`config.mk`:
```
export PLATFORM = sky130hd
export DESIGN_NAME = adder_measure_sequencer
export DESIGN_NICKNAME = d
export VERILOG_FILES = /design/src/rtl/adder_measure_sequencer.sv
export SDC_FILE = /design/constraint.sdc
export NUM_CORES = 1
export LEC_CHECK = 0
export ABC_CLOCK_PERIOD_IN_PS = 2000
export CORE_ASPECT_RATIO = 1.2
export CORE_MARGIN = 4
export CORE_UTILIZATION = 30
export DETAILED_ROUTE_END_ITERATION = 8
export SYNTH_ARGS = -nofsm -noshare
export SYNTH_HDL_FRONTEND = slang
export SYNTH_SLANG_ARGS = --single-unit
```
`constraint.sdc`:
```
create_clock -name wb_clk_i -period 2 [get_ports wb_clk_i]
set_input_delay 0.5 -clock wb_clk_i [delete_from_list [all_inputs] [get_ports wb_clk_i]]
set_output_delay 0.5 -clock wb_clk_i [all_outputs]
set_load 0.005 [all_outputs]
```
`src/rtl/adder_measure_sequencer.sv`:
```
// Delay-measurement sequencer for the instrumented Sklansky adder: load, settle, ring run, drain, capture.
// Optional multi-pass accumulation is enabled by defining ADDER_MEAS_REPEAT_EN.
module adder_measure_sequencer #(
  parameter int WIDTH      = 32,
  parameter int CNT_W      = 24,
  parameter int WIN_W      = 16,
  parameter int SETTLE_CYC = 2,
  parameter int DRAIN_CYC  = 2,
  parameter int REPEATS    = 4
) (
  input  logic               wb_clk_i,
  input  logic               wb_rst_i,
  input  logic               start,
  input  logic               abort,
  input  logic [WIDTH-1:0]   cfg_a,
  input  logic [WIDTH-1:0]   cfg_b,
  input  logic [WIDTH-1:0]   cfg_ext_bit,
  input  logic [WIDTH-1:0]   cfg_ring_bit,
  input  logic [WIN_W-1:0]   cfg_window,
  input  logic [CNT_W-1:0]   cnt_value,
  input  logic [WIDTH-1:0]   s_output,
  output logic [WIDTH-1:0]   a_input,
  output logic [WIDTH-1:0]   b_input,
  output logic [WIDTH-1:0]   a_input_ext_bit_b,
  output logic [WIDTH-1:0]   a_input_ring_bit_b,
  output logic               cnt_clear,
  output logic               cnt_run,
  output logic               busy,
  output logic               done,
  output logic [WIDTH-1:0]   result_sum,
  output logic [CNT_W+7:0]   result_count
);

  typedef enum logic [2:0] {IDLE, LOAD, SETTLE, RUN, DRAIN, CAPTURE} state_t;

  if (SETTLE_CYC < 1 || DRAIN_CYC < 1 || REPEATS < 1 || REPEATS > 255) begin : g_bad_param
    $error("adder_measure_sequencer: parameter out of range");
  end

  state_t           state;
  logic [WIDTH-1:0] ring_lat;
  logic [WIN_W-1:0] win_lat;
  logic [WIN_W-1:0] timer;
  logic [WIN_W-1:0] run_last;

  // A zero window still runs for one cycle.
  assign run_last = (win_lat == '0) ? '0 : win_lat - 1'b1;

`ifdef ADDER_MEAS_REPEAT_EN
  logic [7:0]       pass;
  logic [CNT_W+7:0] acc;
  logic [CNT_W+8:0] acc_sum;
  logic [CNT_W+7:0] acc_sat;

  assign acc_sum = {1'b0, acc} + {9'd0, cnt_value};
  assign acc_sat = acc_sum[CNT_W+8] ? '1 : acc_sum[CNT_W+7:0];
`endif

  always_ff @(posedge wb_clk_i) begin
    if (wb_rst_i) begin
      state              <= IDLE;
      ring_lat           <= '0;
      win_lat            <= '0;
      timer              <= '0;
      a_input            <= '0;
      b_input            <= '0;
      a_input_ext_bit_b  <= '0;
      a_input_ring_bit_b <= '0;
      cnt_clear          <= 1'b0;
      cnt_run            <= 1'b0;
      busy               <= 1'b0;
      done               <= 1'b0;
      result_sum         <= '0;
      result_count       <= '0;
`ifdef ADDER_MEAS_REPEAT_EN
      pass               <= '0;
      acc                <= '0;
`endif
    end else if (abort && state != IDLE) begin
      // Operands stay on the adder; results keep the last completed measurement.
      state              <= IDLE;
      a_input_ring_bit_b <= '0;
      cnt_clear          <= 1'b0;
      cnt_run            <= 1'b0;
      busy               <= 1'b0;
    end else begin
      case (state)
        IDLE: if (start && !abort) begin
          a_input           <= cfg_a;
          b_input           <= cfg_b;
          a_input_ext_bit_b <= cfg_ext_bit;
          ring_lat          <= cfg_ring_bit;
          win_lat           <= cfg_window;
          done              <= 1'b0;
          busy              <= 1'b1;
          cnt_clear         <= 1'b1;
          state             <= LOAD;
`ifdef ADDER_MEAS_REPEAT_EN
          pass              <= '0;
          acc               <= '0;
`endif
        end
        LOAD: begin
          cnt_clear          <= 1'b0;
          a_input_ring_bit_b <= ring_lat;
          timer              <= WIN_W'(SETTLE_CYC - 1);
          state              <= SETTLE;
        end
        SETTLE: if (timer == '0) begin
          cnt_run <= 1'b1;
          timer   <= run_last;
          state   <= RUN;
        end else begin
          timer <= timer - 1'b1;
        end
        RUN: if (timer == '0) begin
          cnt_run <= 1'b0;
          timer   <= WIN_W'(DRAIN_CYC - 1);
          state   <= DRAIN;
        end else begin
          timer <= timer - 1'b1;
        end
        DRAIN: if (timer == '0) begin
          state <= CAPTURE;
        end else begin
          timer <= timer - 1'b1;
        end
        CAPTURE: begin
          a_input_ring_bit_b <= '0;
`ifdef ADDER_MEAS_REPEAT_EN
          if (pass < 8'(REPEATS - 1)) begin
            pass      <= pass + 1'b1;
            acc       <= acc_sat;
            cnt_clear <= 1'b1;
            state     <= LOAD;
          end else begin
            result_sum   <= s_output;
            result_count <= acc_sat;
            busy         <= 1'b0;
            done         <= 1'b1;
            state        <= IDLE;
          end
`else
          result_sum   <= s_output;
          result_count <= {8'd0, cnt_value};
          busy         <= 1'b0;
          done         <= 1'b1;
          state        <= IDLE;
`endif
        end
        default: state <= IDLE;
      endcase
    end
  end

endmodule
```
==> metrics, run 1 <==
die area=35000 sq um; Final nets=around 1800; DRT Pass-1 Iters=5; final core occ=49.5%; starting density of the core=30.6%; TritonCTS clock tree=yes; Fin Hold WS=~0.29 ns; cell area after layout=around 16000 sq um; worst skew pair latency=0.55 ns; CTS Buf Count=28; root buffer cell=clkbuf_16; most frequent cells in the layout=nand2_1 (441), clkdlybuf4s50_1 (381), dfxtp_1 (250); violations in the final reports=negative setup slack; H-tree depth=1; CTS hold repair buffers=0; CP Max Fanout=15; commonest non-fill, non-tap cell in the layout=nand2_1; vias per cell=4.73; placed cells=about 2000; Final Power=13.3 mW; DR WL/cell=16.9 um; initial antenna violation count=3; P&R area growth vs syn=62.1%; share of cells above drive strength 1=under 10%; final setup TNS=-1.86 ns; leakage=around 5.7 nW; RSZ-0062 raised after global routing=yes; Async SR Flop Fraction=0%; Total GRT Usage=18.9%; global-route wire length before repair=52.7 mm; ys flop type=dfxtp_1; #FFs+latches synth=around 260; post-route clock period utilization=107%; Core Footprint=roughly 31000 sq um; pin count of the biggest net entering global routing=86; Die Width=171 um; Max Clock Freq=0.468 GHz; detailed placement HPWL=between 20 and 25 mm; Seq/Total Area, Yosys=53.1%; EDFF count, synth=0; final setup fails=16; Hold Crit Class=input port to flip-flop; Max Cap Viol=0; CP endpoint kind=flip-flop; DIE HEIGHT=204 um; Sink Count=255; clock slew at reported path FFs=approximately 0.07 ns; grt total ovfl=0; Initial DRC Count=472; Slew Viols, Final=0; Placed Area=14400 sq um; routability cong.=between 0.7 and 0.8; fin cells=2046; post-place setup slack=-0.185 ns; # rows=about 70; reg2reg setup slack=-0.14 ns; Final min period=approximately 2.1 ns; Cell Area, Synth=between 9000 and 10000 sq um; crit start category=flip-flop; Max VDD drop=668 uV; setup slack after layout=-0.138 ns; CP arrival=around 2.6 ns; DRC viols=0; status=complete, but fails checks; PortBufs=391; WL final=roughly 35 mm; Worst Path Class, Setup=flip-flop to flip-flop; I/O pins=400; Hold Fails Final Rpt=0; vias in the first global route=9641; Post-Synthesis Cells=1214; Routed Antenna Nets=0; CP required=2.48 ns; clock tree buffer depth=3; Cell Pwr Density=between 800 and 900 nW/um^2; Synth warnings=0; syn_area_per_cell=7.92 sq um; synth unique cells=44; Layout Skew=around 0.011 ns; routed vias=9671
## worst paths after layout
check,start,endpoint,cells past startpoint
hold / removal,wb_rst_i,timer[0]$_SDFFE_PP0P_,3
hold reg to reg,a_input_ring_bit_b[16]$_SDFFE_PP0P_,a_input_ring_bit_b[16]$_SDFFE_PP0P_,2
setup reg to reg,timer[11]$_SDFFE_PP0P_,timer[15]$_SDFFE_PP0P_,8
setup / recovery,timer[11]$_SDFFE_PP0P_,timer[15]$_SDFFE_PP0P_,8
## Yosys cell counts, types with 2 or more instances
cell	number	area (sq um)
nor4_1	8	50.1
dfxtp_1	255	5100
nor2_1	18	67.6
or3_1	3	18.8
nor2b_1	2	12.5
nor3b_1	3	22.5
nand3_1	34	170
nand2b_1	4	25.0
o31a_1	2	17.5
xnor2_1	20	175
a311oi_1	2	17.5
inv_1	5	18.8
nand2_1	441	1660
a22o_1	14	123
or4_1	6	45.0
a21oi_1	242	1210
buf_4	10	75.1
o21ai_0	2	10.0
buf_1	7	26.3
nor3_1	9	45.0
nor2_4	2	22.5
xor2_1	5	43.8
buf_6	2	22.5
clkbuf_1	80	300
buf_2	2	10.0
o22ai_1	15	93.8
ha_1	4	50.1
## cells by family (layout without fill, tap and decap cells)
kind of cell	count (synthesis)	in the layout	synth area share (%)
simple gates	538	538	23.1
compound gates	284	284	16.2
flops	255	255	53.1
buf+inv	107	530	4.75
xor+xnor	25	25	2.28
fa+ha+maj	4	4	0.521
other cells	1	9	0.0390
## sequential cells by signal, indices dropped and copies added, names as in the netlist
signal	flops
cnt_clear	1
busy	1
b_input	32
a_input_ring_bit_b	32
result_sum	32
result_count	24
state	3
done	1
win_lat	16
ring_lat	32
a_input_ext_bit_b	32
a_input	32
cnt_run	1
timer	16
## layout make-up
class / count / area, sq um
Antenna cell: 1 / 2.50
Clock buffer: 38 / 810
Clock inverter: 14 / 278
Fill cell: 3045 / 15900
Inverter: 6 / 22.5
Multi-Input combinational cell: 859 / 4130
Sequential cell: 255 / 5110
Tap cell: 401 / 502
Timing Repair Buffer: 472 / 4720
## critical path, stage by stage (launching register included)
cell     delay [ns]
dfxtp_1        0.31
or4_4          0.57
buf_6          0.15
o41ai_4        0.38
buf_4          0.18
a21oi_2        0.07
nor2_4         0.12
buf_12         0.15
a22o_1         0.15
## power breakdown
group          internal (mW)  switching (mW)
sequential              5.28           0.112
combinational           1.03           0.911
clock                   3.86            2.14
## what timing repair did
| action | in CTS | in global routing |
|---|---|---|
| pin swaps | 3 | 6 |
| setup buffers | 5 | 2 |
| resized for setup | 12 | 13 |
| setup endpoints to repair | 23 | 24 |
## metal layers
metal	GRT usage [%]	wire length (um)
met1	21.1	13100
met2	33.1	17500
met3	6.54	2820
met4	6.74	1120
met5	0	40
(Power assumes the default switching activity.)
==> inputs of run 2 (changes only) <==
--- a/config.mk
+++ b/config.mk
@@ -10,6 +10,8 @@
 export CORE_MARGIN = 4
 export CORE_UTILIZATION = 30
 export DETAILED_ROUTE_END_ITERATION = 8
+export GPL_TIMING_DRIVEN = 0
+export PLACE_DENSITY = 0.61
 export SYNTH_ARGS = -nofsm -noshare
 export SYNTH_HDL_FRONTEND = slang
 export SYNTH_SLANG_ARGS = --single-unit
==> metrics, run 2 (synthesized netlist as in run 1, its figures left out) <==
H-tree depth=1; placed cells=2011; Core Footprint=about 31000 sq um; detailed placement HPWL=approximately 27 mm; share of cells above drive strength 1=10.4%; DRT Pass-1 Iters=5; sequential power share=41.4%; TritonCTS clock tree=yes; Least-Margin Pin Slew=0.762 ns; Die Width=roughly 170 um; Final min period=between 2 and 2.5 ns; grt total ovfl=0; DR WL/cell=17.5 um; pin count of the biggest net entering global routing=14; P_int=between 9 and 10 mW; CP peak stage delay=roughly 0.5 ns; Max Cap Viol=0; crit start category=flip-flop; Initial DRC Count=approximately 430; Hold Fails Final Rpt=0; CP Cell Sequence=inv_4, ha_4, or4b_4, nor4_4, nor2_2, nor2_4, and4b_1, a221o_1; CP required=2.44 ns; violations in the final reports=negative setup slack; CP arrival=2.60 ns; root buffer cell=clkbuf_16; routability cong.=0.871; DIE HEIGHT=204 um; Sink Count=255; Max VDD drop=591 uV; RSZ-0062 raised after global routing=yes; clock slew at reported path FFs=0.06 ns; worst skew pair latency=0.55 ns; Hold Crit Class=flip-flop to flip-flop; global-route wire length before repair=55.0 mm; Routed Antenna Nets=0; DRC viols=0; Max Clock Freq=0.463 GHz; Total GRT Usage=19.8%; CP endpoint kind=flip-flop; initial antenna violation count=3; leakage=5.69 nW; Slew Viols, Final=0; die area=roughly 35000 sq um; setup slack after layout=-0.161 ns; vias per cell=between 4 and 5; FF/Latch Area=5120 sq um; fin cells=2084; footprint of the multi-input gates=4250 sq um; Slew headroom=49.2%; WL final=36.5 mm; CTS Buf Count=28; final setup TNS=-2.04 ns; Gate power share=roughly 15%; final setup fails=16; final core occ=49.5%; clock tree buffer depth=3; Fill cells=3044; starting density of the core=30.6%; Crit-path slowest cell=or4b_4; # rows=71; PortBufs=389; Layout Skew=between 0.02 and 0.025 ns; most frequent cells in the layout=nand2_1 (441), clkdlybuf4s50_1 (377), dfxtp_1 (246); post-route clock period utilization=108%; P&R area growth vs syn=62.1%; Net Switching=between 3 and 4 mW; routed vias=9730; I/O pins=400; clock share of power=43.2%; CP Max Fanout=7; vias in the first global route=9783; Worst Path Class, Setup=flip-flop to flip-flop; Final nets=roughly 1900; switch share=24.8%; commonest non-fill, non-tap cell in the layout=nand2_1; status=complete, but fails checks; Cell Pwr Density=approximately 840 nW/um^2
## run 2: changes by cell type in the layout (fill, tap and decap cells not counted), sizes merged
cell / before / now
clkdlybuf4s50: 381 / 377
dlygate4sd2: 4 / 7
clkinvlp: 3 / 1
clkbuf: 38 / 119
bufinv: 8 / 4
buf: 82 / 44
diode: 1 / 3
## run 2: cell type report
type                            count  area share (%)
Tap cell                          401            3.22
Buffer                             98            3.69
Antenna cell                        3          0.0482
Sequential cell                   255            32.9
Clock buffer                       44            5.60
Multi-Input combinational cell    859            27.3
Timing Repair Buffer              410            26.2
Inverter                            6           0.169
Clock inverter                      8           0.940
## run 2: power groups by stage
stage	registers (mW)	clock network, mW	logic (mW)
finish	5.41	5.65	2.01
CTS	5.41	5.81	1.93
global route	5.43	6.01	2.20
floorplan	5.51	0	0.850
global placement	5.51	0	1.83
detailed placement	5.52	0	1.84
## run 2: routing by layer
metal | part of all wire [%] | GRT usage, %
met5 | 0.022 | 0
met1 | 38 | 22.0
met3 | 8.7 | 6.81
met4 | 3.5 | 7.19
met2 | 50 | 34.9
## run 2: worst max-delay path: cells and delay by family, from the launching register on
family | cells | cell delay (ns)
fa+ha+maj | 1 | 0.13
simple gates | 5 | 1.23
flops | 1 | 0.36
compound gates | 1 | 0.25
buf+inv | 1 | 0.07
## run 2: final timing paths
kind	start	end	slack (ns)	cells past startpoint
setup / recovery	timer[0]$_SDFFE_PP0P_	timer[7]$_SDFFE_PP0P_	-0.16	8
hold / removal	b_input[26]$_SDFFE_PP0P_	b_input[26]$_SDFFE_PP0P_	0.45	2
hold reg to reg	b_input[26]$_SDFFE_PP0P_	b_input[26]$_SDFFE_PP0P_	0.45	2
setup reg to reg	timer[0]$_SDFFE_PP0P_	timer[7]$_SDFFE_PP0P_	-0.16	8
## run 2: what timing repair did
| item | in CTS | in global routing |
|---|---|---|
| pin swaps | 8 | 18 |
| endpoints found under the setup margin | 251 | 235 |
| resized for setup | 94 | 77 |
| gates cloned | 2 | 1 |
| buffers inserted | 9 | 9 |
| hold buffers | 0 | 0 |
## run 2: per-stage QoR
step | total power [mW] | cell area (sq um) | worst slack (ns) | hold WS, ns
floorplan | 6.36 | 9650 | -0.103 | 0.436
global placement | 7.34 | 14000 | -1.09 | 0.439
detailed placement | 7.36 | 14000 | -1.08 | 0.446
CTS | 13.1 | 15300 | -0.178 | 0.454
global route | 13.6 | 15600 | -0.259 | 0.467
finish | 13.1 | 15600 | -0.161 | 0.452
==> inputs of run 3 (changes only) <==
--- a/config.mk
+++ b/config.mk
@@ -12,6 +12,7 @@
 export DETAILED_ROUTE_END_ITERATION = 8
 export GPL_TIMING_DRIVEN = 0
 export PLACE_DENSITY = 0.61
+export REMOVE_ABC_BUFFERS = 1
 export SYNTH_ARGS = -nofsm -noshare
 export SYNTH_HDL_FRONTEND = slang
 export SYNTH_SLANG_ARGS = --single-unit
==> metrics, run 3 (synthesized netlist as in run 1, its figures left out) <==
Final nets=around 1800; worst skew pair latency=0.54 ns; H-tree depth=1; Hold Crit Class=input port to flip-flop; Crit-path slowest cell=nor4_1; status=complete, but fails checks; CTS hold repair buffers=0; vias per cell=4.80; post-place setup slack=-1.44 ns; grt total ovfl=0; clock slew at reported path FFs=0.06 ns; Total GRT Usage=19.0%; post-route clock period utilization=113%; Worst Path Class, Setup=flip-flop to flip-flop; Final min period=2.26 ns; PortBufs=391; commonest non-fill, non-tap cell in the layout=nand2_1; CP arrival=between 2 and 3 ns; Least-Margin Pin Slew=slightly below 1 ns; DRC viols=0; leakage=5.44 nW; # rows=71; clock share of power=40.8%; Routed Antenna Nets=0; CTS Buf Count=28; Slew headroom=35.1%; Net Switching=3.17 mW; fin cells=2016; routability cong.=0.805; initial antenna violation count=3; I/O pins=400; Max Clock Freq=0.443 GHz; placed cells=1929; share of cells above drive strength 1=8.19%; Max Cap Viol=0; pin count of the biggest net entering global routing=109; root buffer cell=clkbuf_16; WL final=35.5 mm; detailed placement HPWL=23.2 mm; switch share=between 20% and 30%; Core Footprint=31400 sq um; final setup fails=70; die area=about 35000 sq um; TritonCTS clock tree=yes; Slew Viols, Final=0; Layout Skew=0.00998 ns; P_int=around 9.4 mW; Hold Fails Final Rpt=0; global-route wire length before repair=53.1 mm; routed vias=9673; cell mode on critical path=nor4_1; Initial DRC Count=471; sequential power share=about 43%; P&R area growth vs syn=59.3%; DR WL/cell=about 18 um; Gate power share=15.8%; most frequent cells in the layout=nand2_1 (440), clkdlybuf4s50_1 (384), dfxtp_1 (250); Die Width=approximately 170 um; CP peak stage delay=0.61 ns; CP required=~2.4 ns; reg2reg setup slack=-0.26 ns; Cell Pwr Density=819 nW/um^2; clock tree buffer depth=3; Max VDD drop=645 uV; vias in the first global route=9405; RSZ-0062 raised after global routing=yes; DIE HEIGHT=204 um; CP Max Fanout=6; CP endpoint kind=flip-flop; violations in the final reports=negative setup slack; CP Cell Sequence=buf_4, nor4_1, nand2b_1, nor4_1, xnor2_1, o22ai_1, a22o_1; DRT Pass-1 Iters=4; crit start category=flip-flop; setup slack after layout=-0.256 ns; Sink Count=255; starting density of the core=30.6%
==> run 3: cell count changes in the layout (fill, tap and decap cells not counted), moves of 6 or more <==
cell             previous run  this run
clkbuf_1                   43         8
o22ai_2                     7         0
o22ai_1                     8        15
clkbuf_4                   19         0
clkbuf_2                   17         0
buf_12                      0         6
buf_4                      29        19
clkdlybuf4s50_1           377       384
==> run 3: final timing paths <==
check / startpoint / end / cells after the start
hold / removal: wb_rst_i / result_sum[0]$_SDFFE_PP0P_ / 2
setup reg to reg: timer[0]$_SDFFE_PP0P_ / timer[13]$_SDFFE_PP0P_ / 7
hold reg to reg: result_sum[25]$_SDFFE_PP0P_ / result_sum[25]$_SDFFE_PP0P_ / 2
setup / recovery: timer[0]$_SDFFE_PP0P_ / timer[13]$_SDFFE_PP0P_ / 7
==> run 3: layer usage <==
metal | vias to the layer above | GRT usage, % | routed length (um)
li1 | 4769 | - | -
met1 | 4540 | 21.6 | 13800
met2 | 303 | 33.6 | 18100
met3 | 61 | 5.24 | 2380
met4 | 0 | 7.47 | 1150
met5 | - | 0 | 0
==> run 3: per-stage QoR <==
stage          TNS [ns]  cell area [sq um]  hold slack (ns)  total power [mW]  utilization (%)
2_1_floorplan  -1125.43               9200            0.430              6.28                -
3_3_place_gp   -2612.34              13600            0.439              7.34             43.3
3_5_place_dp    -288.71              13900            0.445              7.32             44.2
4_1_cts           -4.07              15200            0.453              12.7             48.2
5_1_grt          -15.05              15300            0.465              13.1             48.7
6_report          -5.53              15300            0.441              12.5             48.7
==> run 3: worst max-delay path, delay by kind of cell, from the launching register on <==
family          cells  cell delay (ns)
flops               1             0.36
simple gates        3             1.20
xor+xnor            1             0.17
buf+inv             1             0.14
compound gates      2             0.28
==> run 3: cell type report <==
class / instances / area (sq um)
timing repair buffer: 434 / 4440
clock buffer: 44 / 852
fill: 3013 / 16100
clock inverter: 7 / 62.6
multi-input combinational: 865 / 4290
timing repair inverter: 1 / 8.76
tap: 401 / 502
sequential: 255 / 5120
inverter: 6 / 37.5
antenna: 3 / 7.51
==> run 3: power groups by stage <==
| stage | Clock (mW) | Combinational [mW] | Sequential, mW |
|---|---|---|---|
| floorplan | 0 | 0.766 | 5.52 |
| global placement | 0 | 1.83 | 5.52 |
| detailed placement | 0 | 1.80 | 5.52 |
| CTS | 5.27 | 1.95 | 5.42 |
| global route | 5.46 | 2.17 | 5.45 |
| finish | 5.12 | 1.99 | 5.43 |
==> run 3: what timing repair did <==
| action | 4_1_cts | 5_1_grt |
|---|---|---|
| gates resized for setup | 36 | 14 |
| setup buffers | 21 | 5 |
| cloned | 5 | 2 |
| pin swaps | 20 | 7 |
| hold endpoints to repair | 0 | 0 |
| endpoints found under the setup margin | 257 | 148 |
